## src/rtl/pic_8259a_pkg.sv

```systemverilog
// Shared definitions for the 8259A acknowledge sequencer.
// Holds state encoding, IR width and the lowest-set-bit helper.
package pic_8259a_pkg;

    localparam int IR_WIDTH = 8;

    localparam logic [1:0] ST_IDLE = 2'd0;
    localparam logic [1:0] ST_ACK1 = 2'd1;
    localparam logic [1:0] ST_GAP  = 2'd2;
    localparam logic [1:0] ST_ACK2 = 2'd3;

    typedef enum logic [1:0] {
        IDLE = ST_IDLE,
        ACK1 = ST_ACK1,
        GAP  = ST_GAP,
        ACK2 = ST_ACK2
    } seq_state_e;

    // IR0 is highest priority, so the lowest set index wins.
    function automatic logic [2:0] lowest_set(
        input logic [IR_WIDTH-1:0] v
    );
        logic [2:0] idx;
        idx = 3'd0;
        for (int i = IR_WIDTH - 1; i >= 0; i--) begin
            if (v[i]) begin
                idx = i[2:0];
            end
        end
        return idx;
    endfunction

endpackage

```

## src/rtl/interrupt_acknowledge_sequencer_8259a_if.sv

```systemverilog
// Request, control and vector bus between the 8259A request register,
// the acknowledge sequencer and the CPU-side bus interface.
interface interrupt_acknowledge_sequencer_8259a_if;
    import pic_8259a_pkg::*;

    logic [IR_WIDTH-1:0] interrupt_request_register;
    logic [IR_WIDTH-1:0] interrupt_mask;
    logic [4:0]          vector_base;
    logic                auto_eoi_config;
    logic                end_of_interrupt;
    logic                interrupt_acknowledge_n;
    logic                interrupt_to_cpu;
    logic                freeze;
    logic [IR_WIDTH-1:0] clear_interrupt_request;
    logic [IR_WIDTH-1:0] in_service_register;
    logic [7:0]          data_bus_out;
    logic                data_bus_out_enable;

    modport master (
        input  interrupt_request_register,
        input  interrupt_mask,
        input  vector_base,
        input  auto_eoi_config,
        input  end_of_interrupt,
        input  interrupt_acknowledge_n,
        output interrupt_to_cpu,
        output freeze,
        output clear_interrupt_request,
        output in_service_register,
        output data_bus_out,
        output data_bus_out_enable
    );

    modport slave (
        output interrupt_request_register,
        output interrupt_mask,
        output vector_base,
        output auto_eoi_config,
        output end_of_interrupt,
        output interrupt_acknowledge_n,
        input  interrupt_to_cpu,
        input  freeze,
        input  clear_interrupt_request,
        input  in_service_register,
        input  data_bus_out,
        input  data_bus_out_enable
    );

endinterface

```

## src/rtl/priority_resolver_8259a.sv

```systemverilog
// Fixed-priority resolver: picks the highest-priority pending request
// that outranks the highest-priority in-service level.
module priority_resolver_8259a
    import pic_8259a_pkg::*;
(
    input  logic [IR_WIDTH-1:0] pending,
    input  logic [IR_WIDTH-1:0] isr,
    output logic                valid,
    output logic [2:0]          level
);

    logic [2:0] pend_lvl;
    logic [2:0] isr_lvl;
    logic       isr_any;

    assign pend_lvl = lowest_set(pending);
    assign isr_lvl  = lowest_set(isr);
    assign isr_any  = |isr;

    assign valid = (|pending) && (!isr_any || (pend_lvl < isr_lvl));
    assign level = pend_lvl;

endmodule

```

## src/rtl/interrupt_acknowledge_sequencer_8259a.sv

```systemverilog
// 8086-mode INTA sequencer: raises INT, runs the two-pulse acknowledge,
// owns the ISR and places the vector on the internal data bus.
module interrupt_acknowledge_sequencer_8259a
    import pic_8259a_pkg::*;
#(
    parameter logic [2:0] SPURIOUS_LEVEL = 3'd7
) (
    input logic clock,
    input logic reset_n,
    interrupt_acknowledge_sequencer_8259a_if.master bus
);

    seq_state_e          state_q;
    seq_state_e          state_d;
    logic                inta_q;
    logic                int_q;
    logic                int_d;
    logic                freeze_q;
    logic                freeze_d;
    logic [IR_WIDTH-1:0] clear_q;
    logic [IR_WIDTH-1:0] clear_d;
    logic [IR_WIDTH-1:0] isr_q;
    logic [IR_WIDTH-1:0] isr_d;
    logic [2:0]          level_q;
    logic [2:0]          level_d;
    logic                spur_q;
    logic                spur_d;
    logic [7:0]          dbo_q;
    logic [7:0]          dbo_d;
    logic                dbe_q;
    logic                dbe_d;

    logic [IR_WIDTH-1:0] pending;
    logic                win_valid;
    logic [2:0]          win_level;
    logic                fall;
    logic                rise;

    assign pending = bus.interrupt_request_register & ~bus.interrupt_mask;
    assign fall    = inta_q & ~bus.interrupt_acknowledge_n;
    assign rise    = ~inta_q & bus.interrupt_acknowledge_n;

    priority_resolver_8259a u_resolver (
        .pending (pending),
        .isr     (isr_q),
        .valid   (win_valid),
        .level   (win_level)
    );

    always_comb begin
        state_d  = state_q;
        int_d    = 1'b0;
        freeze_d = freeze_q;
        clear_d  = '0;
        isr_d    = isr_q;
        level_d  = level_q;
        spur_d   = spur_q;
        dbo_d    = dbo_q;
        dbe_d    = dbe_q;

        // EOI works on the ISR as it stood before any same-cycle set.
        if (bus.end_of_interrupt && (|isr_q)) begin
            isr_d[lowest_set(isr_q)] = 1'b0;
        end

        unique case (state_q)
            IDLE: begin
                int_d = win_valid & ~fall;
                if (fall) begin
                    state_d  = ACK1;
                    freeze_d = 1'b1;
                    if (win_valid) begin
                        isr_d[win_level]   = 1'b1;
                        clear_d[win_level] = 1'b1;
                        level_d            = win_level;
                        spur_d             = 1'b0;
                    end else begin
                        level_d = SPURIOUS_LEVEL;
                        spur_d  = 1'b1;
                    end
                end
            end
            ACK1: begin
                if (rise) begin
                    state_d = GAP;
                end
            end
            GAP: begin
                if (fall) begin
                    state_d = ACK2;
                    dbo_d   = {bus.vector_base, level_q};
                    dbe_d   = 1'b1;
                end
            end
            ACK2: begin
                if (rise) begin
                    state_d  = IDLE;
                    dbe_d    = 1'b0;
                    freeze_d = 1'b0;
                    if (bus.auto_eoi_config && !spur_q) begin
                        isr_d[level_q] = 1'b0;
                    end
                end
            end
        endcase
    end

    always_ff @(posedge clock or negedge reset_n) begin
        if (!reset_n) begin
            state_q  <= IDLE;
            inta_q   <= 1'b1;
            int_q    <= 1'b0;
            freeze_q <= 1'b0;
            clear_q  <= '0;
            isr_q    <= '0;
            level_q  <= 3'd0;
            spur_q   <= 1'b0;
            dbo_q    <= 8'h00;
            dbe_q    <= 1'b0;
        end else begin
            state_q  <= state_d;
            inta_q   <= bus.interrupt_acknowledge_n;
            int_q    <= int_d;
            freeze_q <= freeze_d;
            clear_q  <= clear_d;
            isr_q    <= isr_d;
            level_q  <= level_d;
            spur_q   <= spur_d;
            dbo_q    <= dbo_d;
            dbe_q    <= dbe_d;
        end
    end

    assign bus.interrupt_to_cpu        = int_q;
    assign bus.freeze                  = freeze_q;
    assign bus.clear_interrupt_request = clear_q;
    assign bus.in_service_register     = isr_q;
    assign bus.data_bus_out            = dbo_q;
    assign bus.data_bus_out_enable     = dbe_q;

endmodule
```

## src/flat_wrapper.sv

```systemverilog
// flat-port wrapper written by rule: the top's interface ports become plain ports
module interrupt_acknowledge_sequencer_8259a_flat import pic_8259a_pkg::*;
#(
    parameter logic [2:0] SPURIOUS_LEVEL = 3'd7
)
  (clock, reset_n, bus_interrupt_request_register, bus_interrupt_mask, bus_vector_base, bus_auto_eoi_config, bus_end_of_interrupt, bus_interrupt_acknowledge_n, bus_interrupt_to_cpu, bus_freeze, bus_clear_interrupt_request, bus_in_service_register, bus_data_bus_out, bus_data_bus_out_enable);
  interrupt_acknowledge_sequencer_8259a_if bus_i ();
  input logic clock;
  input logic reset_n;
  input wire logic [$bits(bus_i.interrupt_request_register)-1:0] bus_interrupt_request_register;
  input wire logic [$bits(bus_i.interrupt_mask)-1:0] bus_interrupt_mask;
  input wire logic [$bits(bus_i.vector_base)-1:0] bus_vector_base;
  input wire logic [$bits(bus_i.auto_eoi_config)-1:0] bus_auto_eoi_config;
  input wire logic [$bits(bus_i.end_of_interrupt)-1:0] bus_end_of_interrupt;
  input wire logic [$bits(bus_i.interrupt_acknowledge_n)-1:0] bus_interrupt_acknowledge_n;
  output wire logic [$bits(bus_i.interrupt_to_cpu)-1:0] bus_interrupt_to_cpu;
  output wire logic [$bits(bus_i.freeze)-1:0] bus_freeze;
  output wire logic [$bits(bus_i.clear_interrupt_request)-1:0] bus_clear_interrupt_request;
  output wire logic [$bits(bus_i.in_service_register)-1:0] bus_in_service_register;
  output wire logic [$bits(bus_i.data_bus_out)-1:0] bus_data_bus_out;
  output wire logic [$bits(bus_i.data_bus_out_enable)-1:0] bus_data_bus_out_enable;
  assign bus_i.interrupt_request_register = bus_interrupt_request_register;
  assign bus_i.interrupt_mask = bus_interrupt_mask;
  assign bus_i.vector_base = bus_vector_base;
  assign bus_i.auto_eoi_config = bus_auto_eoi_config;
  assign bus_i.end_of_interrupt = bus_end_of_interrupt;
  assign bus_i.interrupt_acknowledge_n = bus_interrupt_acknowledge_n;
  assign bus_interrupt_to_cpu = bus_i.interrupt_to_cpu;
  assign bus_freeze = bus_i.freeze;
  assign bus_clear_interrupt_request = bus_i.clear_interrupt_request;
  assign bus_in_service_register = bus_i.in_service_register;
  assign bus_data_bus_out = bus_i.data_bus_out;
  assign bus_data_bus_out_enable = bus_i.data_bus_out_enable;
  interrupt_acknowledge_sequencer_8259a #(.SPURIOUS_LEVEL(SPURIOUS_LEVEL)) u_core (.clock(clock), .reset_n(reset_n), .bus(bus_i));
endmodule
```

## config.mk

```make
export PLATFORM = sky130hd
export DESIGN_NAME = interrupt_acknowledge_sequencer_8259a_flat
export DESIGN_NICKNAME = d
export VERILOG_FILES = /design/src/rtl/pic_8259a_pkg.sv /design/src/rtl/interrupt_acknowledge_sequencer_8259a_if.sv /design/src/rtl/priority_resolver_8259a.sv /design/src/rtl/interrupt_acknowledge_sequencer_8259a.sv /design/src/flat_wrapper.sv
export SDC_FILE = /design/constraint.sdc
export NUM_CORES = 1
export LEC_CHECK = 0
export BUFFER_PORTS_ARGS = -buffer_cell sky130_fd_sc_hd__buf_2
export CELL_PAD_IN_SITES_DETAIL_PLACEMENT = 1
export CELL_PAD_IN_SITES_GLOBAL_PLACEMENT = 1
export CORE_ASPECT_RATIO = 0.8
export CORE_MARGIN = 2
export CORE_UTILIZATION = 41
export DETAILED_ROUTE_END_ITERATION = 7
export GPL_TIMING_DRIVEN = 1
export PLACE_DENSITY = 0.93
export RECOVER_POWER = 100
export SYNTH_ARGS = -nofsm -noshare
export SYNTH_HDL_FRONTEND = slang
export SYNTH_SLANG_ARGS = --single-unit
```

## constraint.sdc

```tcl
create_clock -name clock -period 5.8 [get_ports clock]
set_clock_uncertainty 0.05 [all_clocks]
set_input_delay 0.29 -clock clock [delete_from_list [all_inputs] [get_ports clock]]
set_output_delay 0.29 -clock clock [all_outputs]
set_load 0.005 [all_outputs]
```

; After elaboration in Yosys (flattened, before gate mapping)
; Index checks and enable logic that the tools add are counted.
[totals]
regBits = 34
input_bits = 26
out_inout_bits = 27
[classes]
n_lt_le_gt_ge = 7
eq_ne = 7
muxes = 44
bitwise = 13
reduce_logical = 19
[op_table]
columns = op, n
row1 = $mux W8, 8
row2 = $mux W3, 18
row3 = $and A8 B8 Y8, 3
row4 = $not A8 Y8, 3
row5 = $pmux W8 S2, 1
row6 = $reduce_or A8 Y1, 2
row7 = $lt A3 B4 Y1 const B, 3
row8 = $demux W1 S3, 3
row9 = $ge A3 B1 Y1 const B, 3
row10 = $mux W2, 4
row11 = $ne A2 B1 Y1 const B, 4
row12 = $or A8 B8 Y8, 1
row13 = $pmux W2 S4, 1
row14 = $mux W1, 7
row15 = $logic_and A1 B1 Y1, 6
row16 = $reduce_and A3 Y1, 2
row17 = $eq A2 B2 Y1 const B, 2
row18 = $pmux W1 S2, 2
row19 = $reduce_and A2 Y1, 2
row20 = $reduce_and A4 Y1, 1
row21 = $reduce_bool A2 Y1, 2
row22 = $and A1 B1 Y1, 3
row23 = $lt A3 B3 Y1, 1
row24 = $not A1 Y1, 3
row25 = 4 further kinds, 5

; Depth between registers and ports, before layout
; Gate-level depths: netlist of run 1.
[logic_depth]
word_depth = 20
mapped_depth = 11

; Cells and area by module
; Synthesis of run 1 repeated with hierarchy kept, for this count alone.
[hier_totals]
cells_unflattened = 202
area_unflattened_um2 = 1941.9
[by_module_without_submodules]
columns = mod, instances, cells_per_inst, area_per_inst_um2, seq_area_each_um2
row1 = interrupt_acknowledge_sequencer_8259a, 1, 171, 1726.7, 852.1
row2 = priority_resolver_8259a, 1, 31, 215.2, 0.0

; Least setup slack after synthesis of run 1
; Ideal clock, no wire load.
[synth_path]
kind = reg2reg
from = reg u_core.isr_q[0] (netlist: u_core.bus.in_service_register[0])
to = reg u_core.isr_q[3] (netlist: u_core.bus.in_service_register[3])
setup_ps = 77
t_arrival_ps = 2191
t_required_ps = 5673
setup_slack_ps = 3482
path_stages_with_launch = 10
path_buffers = 0
synth_period_minus_slack_ps = 2318
path_cell_list = dfrtp_1 nor4_4 nand2_1 ha_1 a21oi_1 nand2_1 nand2_1 nand2_1 or4_1 a21oi_1
[synth_via]
elab_chain_cells = 13
word_cells_on_any_way = 23
classes_between = 3 x order compare / 10 x mux / 4 x bitwise / 6 x reduce/logical
[synth_lines]
columns = element, line
row1 = start: declaration, interrupt_acknowledge_sequencer_8259a.sv:22  ; logic [IR_WIDTH-1:0] isr_q;
row2 = start signal: assignment, interrupt_acknowledge_sequencer_8259a.sv:126  ; isr_q <= isr_d;
row3 = $mux W3, pic_8259a_pkg.sv:26  ; if (v[i]) begin
row4 = $mux W3, interrupt_acknowledge_sequencer_8259a.sv:62  ; if (bus.end_of_interrupt && (|isr_q)) begin
row5 = $lt A3 B4 Y1 (implied by the code) or $ge A3 B1 Y1 (tied branches), interrupt_acknowledge_sequencer_8259a.sv:63  ; isr_d[lowest_set(isr_q)] = 1'b0;
row6 = $logic_and A1 B1 Y1 (implied by the code), interrupt_acknowledge_sequencer_8259a.sv:63
row7 = $mux W1 (implied by the code), interrupt_acknowledge_sequencer_8259a.sv:63
row8 = $demux W1 S3, n/a
row9 = $not A8 Y8 (no source line), n/a
row10 = $and A8 B8 Y8 (no source line), n/a
row11 = $mux W8, interrupt_acknowledge_sequencer_8259a.sv:62
row12 = $and A8 B8 Y8 (no source line) or $or A8 B8 Y8 (tied branches), n/a
row13 = $mux W8 (on tied branches), "interrupt_acknowledge_sequencer_8259a.sv:100, interrupt_acknowledge_sequencer_8259a.sv:72"
row14 = $mux W8 (on tied branches), "interrupt_acknowledge_sequencer_8259a.sv:96, interrupt_acknowledge_sequencer_8259a.sv:69"
row15 = $pmux W8 S2 *, interrupt_acknowledge_sequencer_8259a.sv:66  ; unique case (state_q)
row16 = named net u_core.isr_d[3], interrupt_acknowledge_sequencer_8259a.sv:23  ; logic [IR_WIDTH-1:0] isr_d;
; The timed path passes the listed nets; every way through them passes the cells marked *. The select of a mux whose other input is x is not followed.
; A chain may end at the register's enable or synchronous reset.

; Final worst setup path of run 1
[layout_path]
from = reg u_core.isr_q[0] (netlist: u_core.bus.in_service_register[0])
to = reg u_core.level_q[0]
[layout_via]
elab_chain_cells = 5
word_cells_on_any_way = 7
classes_between = 1 x order compare / 2 x mux / 4 x reduce/logical
[layout_lines]
columns = element, line
row1 = $mux W3 or $reduce_or A8 Y1 (tied branches), "pic_8259a_pkg.sv:26, priority_resolver_8259a.sv:18"
row2 = $lt A3 B3 Y1 or $logic_not A1 Y1 (tied branches), priority_resolver_8259a.sv:20  ; assign valid = (|pending) && (!isr_any || (pend_lvl < isr_lvl));
row3 = $logic_or A1 B1 Y1 *, priority_resolver_8259a.sv:20
row4 = $logic_and A1 B1 Y1 *, priority_resolver_8259a.sv:20
row5 = $mux W3 *, interrupt_acknowledge_sequencer_8259a.sv:72  ; if (win_valid) begin
row6 = end signal: assignment, interrupt_acknowledge_sequencer_8259a.sv:127  ; level_q <= level_d;
row7 = end: declaration, interrupt_acknowledge_sequencer_8259a.sv:24  ; logic [2:0] level_q;
; Mark *: on every way between the ends. The rest lies on a longest branch, timed or not.

==> results of run 1 <==
==> cell usage after synthesis, drive strengths merged <==
master / n
nor2: 20
ha: 6
o41ai: 1
nor4: 3
a221o: 1
or3: 1
dfrtp: 33
dfstp: 1
clkbuf: 2
a221oi: 1
a21o: 1
nor3: 3
o21ai: 14
o22a: 2
o32ai: 4
o31ai: 2
nor3b: 1
buf: 3
and2b: 2
inv: 6
nor2b: 9
a31oi: 2
or2: 3
nand3: 4
or4: 3
o32a: 1
o211ai: 1
a41oi: 1
nand4: 4
nand2: 21
nand3b: 2
a21oi: 16
nand2b: 7
mux2: 9
o21a: 2
and2: 2
==> state kept, by name, summed over array words and instances, names as in the netlist <==
register	count
u_core.bus.clear_interrupt_request	8
u_core.bus.data_bus_out	8
u_core.bus.data_bus_out_enable	1
u_core.bus.freeze	1
u_core.bus.in_service_register	8
u_core.bus.interrupt_to_cpu	1
u_core.inta_q	1
u_core.level_q	3
u_core.spur_q	1
u_core.state_q	2
==> routing by layer <==
layer	global-route usage, %	wire [um]	vias to the layer above
li1	-	-	805
met1	27.1	2220	788
met2	32.6	2120	56
met3	5.65	266	5
met4	3.51	25	0
met5	0	0	-
==> cells by family after synthesis <==
family                   synth area share, %
flip-flops                              46.5
multiplexers                            5.53
AO/OA/AOI/OAI                           16.7
adder cells (fa/ha/maj)                 4.09
AND/OR/NAND/NOR                         24.6
buffers and inverters                   2.66
==> final cells by class <==
cell class / instances / area, sq um / area share, %
multi-input cells: 149 / 913 / 41.6
well taps: 57 / 71.3 / 3.25
inverters: 6 / 22.5 / 1.03
clock buffers: 7 / 86.3 / 3.93
clock inverters: 1 / 5.00 / 0.228
repair buffers: 52 / 245 / 11.2
flip-flops and latches: 34 / 852 / 38.8
==> stage by stage <==
step                      util [%]  area, sq um  total power, uW  instances  hold WS (ps)
final                         51.9         2200              871        306          90.0
after global routing          51.9         2200              943        306          84.1
after CTS                     52.7         2230              884        306          36.3
after detailed placement      50.6         2140              700        298           343
after global placement        50.6         2140              682        298           341
after floorplan                  -         1830              583        194         -55.6
==> worst max path at each step <==
stage	startpoint	endpoint	slack (ps)	depth (start not counted)
floorplan	u_core.bus.in_service_register[0]$_DFF_PN0_	u_core.bus.in_service_register[3]$_DFF_PN0_	3480	9
global placement	bus_interrupt_request_register[4]	u_core.level_q[0]$_DFFE_PN0P_	3250	10
detailed placement	bus_interrupt_request_register[4]	u_core.bus.in_service_register[7]$_DFF_PN0_	3170	11
CTS	u_core.bus.in_service_register[0]$_DFF_PN0_	u_core.level_q[0]$_DFFE_PN0P_	3200	8
global route	u_core.bus.in_service_register[0]$_DFF_PN0_	u_core.bus.in_service_register[0]$_DFF_PN0_	2560	8
finish	u_core.bus.in_service_register[0]$_DFF_PN0_	u_core.level_q[0]$_DFFE_PN0P_	2860	8
==> placed cells by master, fill, tap and decap left out, types with 2 or more instances in the layout <==
master / Yosys / final
clkbuf_8: 0 / 6
or4_1: 3 / 3
o21a_1: 2 / 2
a21oi_1: 16 / 16
inv_1: 6 / 6
or2_2: 2 / 2
o32ai_1: 4 / 4
a31oi_1: 2 / 2
nand3_1: 3 / 4
and2_1: 2 / 2
nand2b_1: 7 / 7
nor2_1: 20 / 20
nor3_1: 3 / 3
nand3b_1: 2 / 2
ha_1: 6 / 6
mux2_2: 9 / 9
clkbuf_1: 2 / 13
o21ai_0: 14 / 14
buf_2: 0 / 40
o22a_1: 2 / 2
dfrtp_1: 33 / 33
and2b_1: 2 / 2
nand4_1: 4 / 4
nand2_1: 21 / 21
o31ai_1: 2 / 2
nor4_1: 2 / 3
nor2b_1: 9 / 9
==> power groups by stage <==
stage / clock (uW) / sequential [uW] / combinational [uW]
2_1_floorplan: 0 / 341 / 242
3_3_place_gp: 0 / 349 / 333
3_5_place_dp: 0 / 351 / 349
4_1_cts: 182 / 348 / 353
5_1_grt: 195 / 358 / 390
6_report: 178 / 349 / 344
==> run summary, run 1 <==
status: finished, violations left
failing checks: capacitance limit, slew limit
share of cells above drive strength 1: 23.7%
Reg-to-Reg End: u_core.level_q[0]$_DFFE_PN0P_
Worst Hold Depth: 1
clock latency on the worst-skew pair: 290 ps
area share of the largest cell type after synthesis: 45.0%
# resized after CTS: 0
CTS clk-pin slew, worst paths: 70 ps
FMAX: 0.340 GHz
FF-to-FF Start: u_core.bus.in_service_register[0]$_DFF_PN0_
Sink Count: 34
total setup buffers inserted after CTS: 0
P_int: 538 uW
Slew @ Worst Pin: 1760 ps
Worst setup SP type: flip-flop
Initial Utilization: 43.4%
total track usage: 20.0%
Leakage: 0.00102 uW
#FFs+latches synth: 34
critical-path cell list: nor4_1, nand2_1, ha_1, a21oi_1, a21oi_1, a41oi_1, nand3_1, mux2_2
largest net degree at the start of global routing: 35
CP endpoint kind: flip-flop
Fin. Hold Viols: 0
Final period util: 50.7%
mean routed wirelength per cell: 15.1 um
global-route wire length before repair: 7890 um
Synth Warn #: 0
CP arrival: 3060 ps
Crit path max-delay family: simple AND/OR/NAND/NOR gates
IO buf count: 52
IO Pins: 53
R2R cell count: 8
max cap viols: 1
PwrDens: 397 nW/um^2
crit-path max cell delay: 630 ps
crit path kind: flip-flop to flip-flop
ranking of synthesized cells by area: dfrtp_1 45%, mux2_2 5.5%, a21oi_1 4.4%
die height: 63.8 um
final WL: 4630 um
WP data required: 5920 ps
DP HPWL: 3600 um
Syn Area/Cell: 9.45 sq um
DR vias/cell: 5.41
Die W: 78.8 um
RSZ-0062 raised after global routing: no
grt total ovfl: 0
Clock Tree Buf Depth: 2
routed via count: 1,654
Slew Viols, Final: 35
Hold Crit Class: primary input to flip-flop
Reg power frac: 40.1%
library cells used by synthesis: 40
Layout Area Growth over Synthesis: 19.7%
area leader, netlist: dfrtp_1
Synth Cell Area: 1830 sq um
final setup violation count: 0
initial antenna violation count: 0
Routability Congestion: 0.836
n_diodes: 0
Row Count: 21
maximum vdd drop: 140 uV
post-cts hold buffer count: 0
critical-path maximum fanout: 9
H-Tree Depth: 2
minimum clock period: 2940 ps
vias in the first global route: 1,644
total nets after synthesis: 226
Core Box Area: 4230 sq um
Mapped Cells: 194
Seq/Total Area, Yosys: 46.5%
R2R Setup Slk: 2860 ps
Slew HR: -17.3%
die area: 5030 sq um
combinational power share: 39.5%
hold path endpoint: u_core.inta_q$_DFF_PN1_
slowest stage cell, crit path: nor4_1
DP Worst Slack: 3170 ps
CTS tree: done
first-pass iteration count of the detailed router: 4
WP buf/inv: 0
DRC viols: 0
sw frac: 38.3%
most used cell, CP: a21oi_1
fin nets: 280
final setup TNS: 0 ps
TritonCTS Buffers: 5
final worst setup slack: 2860 ps
Clock power frac: 20.5%
switching power: 333 uW
CTS root buf: clkbuf_8
fill count: 538
post-route ant nets: 0
HP Start: bus_interrupt_acknowledge_n
drt first-iter violations: 76
No activity file was read; power rests on OpenSTA's default activity.
==> run 2: changes to the inputs <==
--- a/config.mk
+++ b/config.mk
@@ -5,15 +5,16 @@
 export SDC_FILE = /design/constraint.sdc
 export NUM_CORES = 1
 export LEC_CHECK = 0
+export ABC_AREA = 1
 export BUFFER_PORTS_ARGS = -buffer_cell sky130_fd_sc_hd__buf_2
 export CELL_PAD_IN_SITES_DETAIL_PLACEMENT = 1
 export CELL_PAD_IN_SITES_GLOBAL_PLACEMENT = 1
 export CORE_ASPECT_RATIO = 0.8
 export CORE_MARGIN = 2
-export CORE_UTILIZATION = 41
+export CORE_UTILIZATION = 33
 export DETAILED_ROUTE_END_ITERATION = 7
 export GPL_TIMING_DRIVEN = 1
-export PLACE_DENSITY = 0.93
+export PLACE_DENSITY = 0.84
 export RECOVER_POWER = 100
 export SYNTH_ARGS = -nofsm -noshare
 export SYNTH_HDL_FRONTEND = slang
==> constraint.sdc (replaced) <==
create_clock -name clock -period 2.5 [get_ports clock]
set_clock_uncertainty 0.05 [all_clocks]
set_input_delay 0.125 -clock clock [delete_from_list [all_inputs] [get_ports clock]]
set_output_delay 0.125 -clock clock [all_outputs]
set_load 0.005 [all_outputs]
==> run 2 against run 1 <==
The run still ends with capacitance limit, slew limit left. Critical path depth up 4. Hold slack got worse by 84 ps. Die area rose by 29%. Via count increased by 15%. Combinational power rose to 3.2 times the previous value. Register-to-register slack worse by 2800 ps. Global-route usage decreased by 1.9 points. Cell area increased by 15%. Routed wire length grew 25%. Cell count increased by 35%. Count of clock-buffer cells in the layout is 1 lower. Core utilization fell by 6.3 points.
==> run summary, run 2 <==
status: finished, violations left
failing checks: capacitance limit, slew limit
minimum clock period: 2470 ps
combinational power share: 47.2%
die area: 6470 sq um
area of the multi-input gates: 941 sq um
Worst setup SP type: flip-flop
WP buf/inv: 3
Die W: 89.4 um
Critical Path Sink: u_core.level_q[1]$_DFFE_PN0P_
grt total ovfl: 0
die height: 72.3 um
first-pass iteration count of the detailed router: 4
final worst setup slack: 31.4 ps
Clock power frac: 17.6%
IO Pins: 53
Power, Total: 2310 uW
max cap viols: 1
top cells by count, synth: 75 x nand2_1, 43 x inv_1, 33 x dfrtp_1, 32 x nor2_1
Seq/Total Area, Yosys: 44.2%
crit-path max cell delay: 470 ps
drt first-iter violations: 72
final instance area: 2530 sq um
Crit. Startpoint: u_core.bus.in_service_register[7]$_DFF_PN0_
critical-path maximum fanout: 6
global-route wire length before repair: 9100 um
Seq. cell area: 853 sq um
Sink Count: 34
CTS tree: done
DR vias/cell: 4.60
most used cell, CP: buf_4
Clock Tree Buf Depth: 2
Fin. Hold Viols: 0
Initial Utilization: 34.7%
ranking of synthesized cells by area: dfrtp_1 43%, nand2_1 15%, inv_1 8.4%
DP HPWL: 4230 um
Slew Viols, Final: 35
most common cell after layout, fill and taps aside: nand2_1
Final period util: 98.7%
Synth Cell Area: 1930 sq um
Synth Warn #: 0
Slew @ Worst Pin: 1840 ps
commonest register cell after synthesis: dfrtp_1
share of cells above drive strength 1: 23.8%
total nets after synthesis: 294
RSZ-0062 raised after global routing: yes
WP data required: 2620 ps
critical path depth: 12
initial antenna violation count: 0
sw frac: 44.3%
mean routed wirelength per cell: 13.9 um
#FFs+latches synth: 34
Reg-to-Reg End: u_core.level_q[1]$_DFFE_PN0P_
Async S/R FF share, synth: 100%
final setup violation count: 0
fin nets: 367
area share of the largest cell type after synthesis: 42.9%
Crit path max-delay family: simple AND/OR/NAND/NOR gates
Placed Area: 2290 sq um
switching power: 1020 uW
Leakage: 0.00135 uW
Hold Crit Class: primary input to flip-flop
P_int: 1290 uW
most frequent cells in the layout: 71 x nand2_1, 43 x inv_1, 36 x buf_2, 32 x dfrtp_1, 31 x nor2_1
CTS clk-pin slew, worst paths: 70 ps
Reg power frac: 35.1%
Mapped Cells: 262
FMAX: 0.405 GHz
Post-Route Utilization: 45.6%
critical-path cell list: buf_4, nor4_1, nor2_1, inv_1, ha_1, a21oi_1, nand2_2, nand2_4, nand2_8, buf_4, nand2_1, o211ai_1
Core Box Area: 5560 sq um
Layout Area Growth over Synthesis: 31.5%
area leader, netlist: dfrtp_1
crit path kind: flip-flop to flip-flop
slowest stage cell, crit path: nor4_1
largest net degree at the start of global routing: 35
TritonCTS Buffers: 5
total track usage: 18.2%
vias in the first global route: 1,972
n_diodes: 0
clock latency on the worst-skew pair: 290 ps
post-route ant nets: 0
FF-to-FF Start: u_core.bus.in_service_register[7]$_DFF_PN0_
library cells used by synthesis: 28
IO buf count: 52
top-count cell post-synth: nand2_1
Slew HR: -22.8%
CP arrival: 2590 ps
CP endpoint kind: flip-flop
CTS root buf: clkbuf_8
H-Tree Depth: 2
fill count: 727
PwrDens: 911 nW/um^2
DRC viols: 0
hold slack final: 5.96 ps
maximum vdd drop: 280 uV
DP Worst Slack: 73.7 ps
Row Count: 24
Syn Area/Cell: 7.35 sq um
R2R Setup Slk: 30 ps
Routability Congestion: 0.797
final WL: 5770 um
R2R cell count: 12
number of flops mapped to enable cells by yosys: 0
routed via count: 1,904
run 2: changes by cell type after synthesis, sizes merged, moves of 3 or more:
cell    change
nand2      +59
inv        +42
nor2       +15
mux2        -9
nor2b       -9
nand2b      -7
nor3        +7
o32ai       -4
a21oi       -3
buf         -3
or2         -3
or4         -3
run 2: cell type report:
cell class / instances / share of cell area [%]
tap: 78 / 3.85
sequential: 34 / 33.7
clock inverter: 2 / 0.543
multi-input combinational: 178 / 37.1
clock buffer: 6 / 2.86
inverter: 48 / 7.11
timing repair buffer: 68 / 14.8
run 2: how the worst min path moves through the flow:
stage | from | to | slack (ps) | cells past startpoint
4_1_cts | bus_vector_base[4] | u_core.bus.data_bus_out[7]$_DFFE_PN0P_ | 6 | 3
2_1_floorplan | reset_n | u_core.bus.clear_interrupt_request[0]$_DFF_PN0_ | -220 | 0
5_1_grt | bus_vector_base[4] | u_core.bus.data_bus_out[7]$_DFFE_PN0P_ | 10 | 3
6_report | bus_vector_base[4] | u_core.bus.data_bus_out[7]$_DFFE_PN0P_ | 6 | 3
3_5_place_dp | reset_n | u_core.bus.clear_interrupt_request[3]$_DFF_PN0_ | 190 | 1
3_3_place_gp | reset_n | u_core.bus.clear_interrupt_request[3]$_DFF_PN0_ | 180 | 1
run 2: routing by layer:
metal	track usage, %	share of wire (%)
met5	0	0
met4	5.31	0.83
met3	2.84	3.3
met2	30.2	48
met1	24.4	48
run 2: cells by family after synthesis:
kind of cell	after synthesis	share of synthesized area, %
buffers and inverters	50	9.74
AO/OA/AOI/OAI	35	10.8
flip-flops	34	44.2
adder cells (fa/ha/maj)	6	3.90
AND/OR/NAND/NOR	137	31.3
run 2: power by group through the flow:
stage / Clock (uW) / Sequential, uW / Combinational [uW]
2_1_floorplan: 0 / 813 / 631
3_3_place_gp: 0 / 809 / 943
3_5_place_dp: 0 / 817 / 991
4_1_cts: 417 / 806 / 1010
5_1_grt: 445 / 832 / 1230
6_report: 407 / 811 / 1090
run 2: through the flow:
stage | TNS [ps] | cells
4_1_cts | 0 | 406
6_report | 0 | 414
5_1_grt | -1060 | 414
2_1_floorplan | 0 | 262
3_3_place_gp | 0 | 392
3_5_place_dp | 0 | 392
run 2: worst register-to-register path, cell delays in order, from the launching register on:
cell and delay (ps):
dfrtp_1 390, buf_4 150, nor4_1 470, nor2_1 100
inv_1 130, ha_1 260, a21oi_1 170, nand2_2 90
nand2_4 120, nand2_8 90, buf_4 160, nand2_1 80
o211ai_1 90
run 2: what timing repair did:
item                                   4_1_cts  5_1_grt
hold buffers                                 6        0
setup buffers                                0        8
endpoints found under the hold margin       38        0
gates resized for setup                      0       14
setup endpoints to repair                    0       15
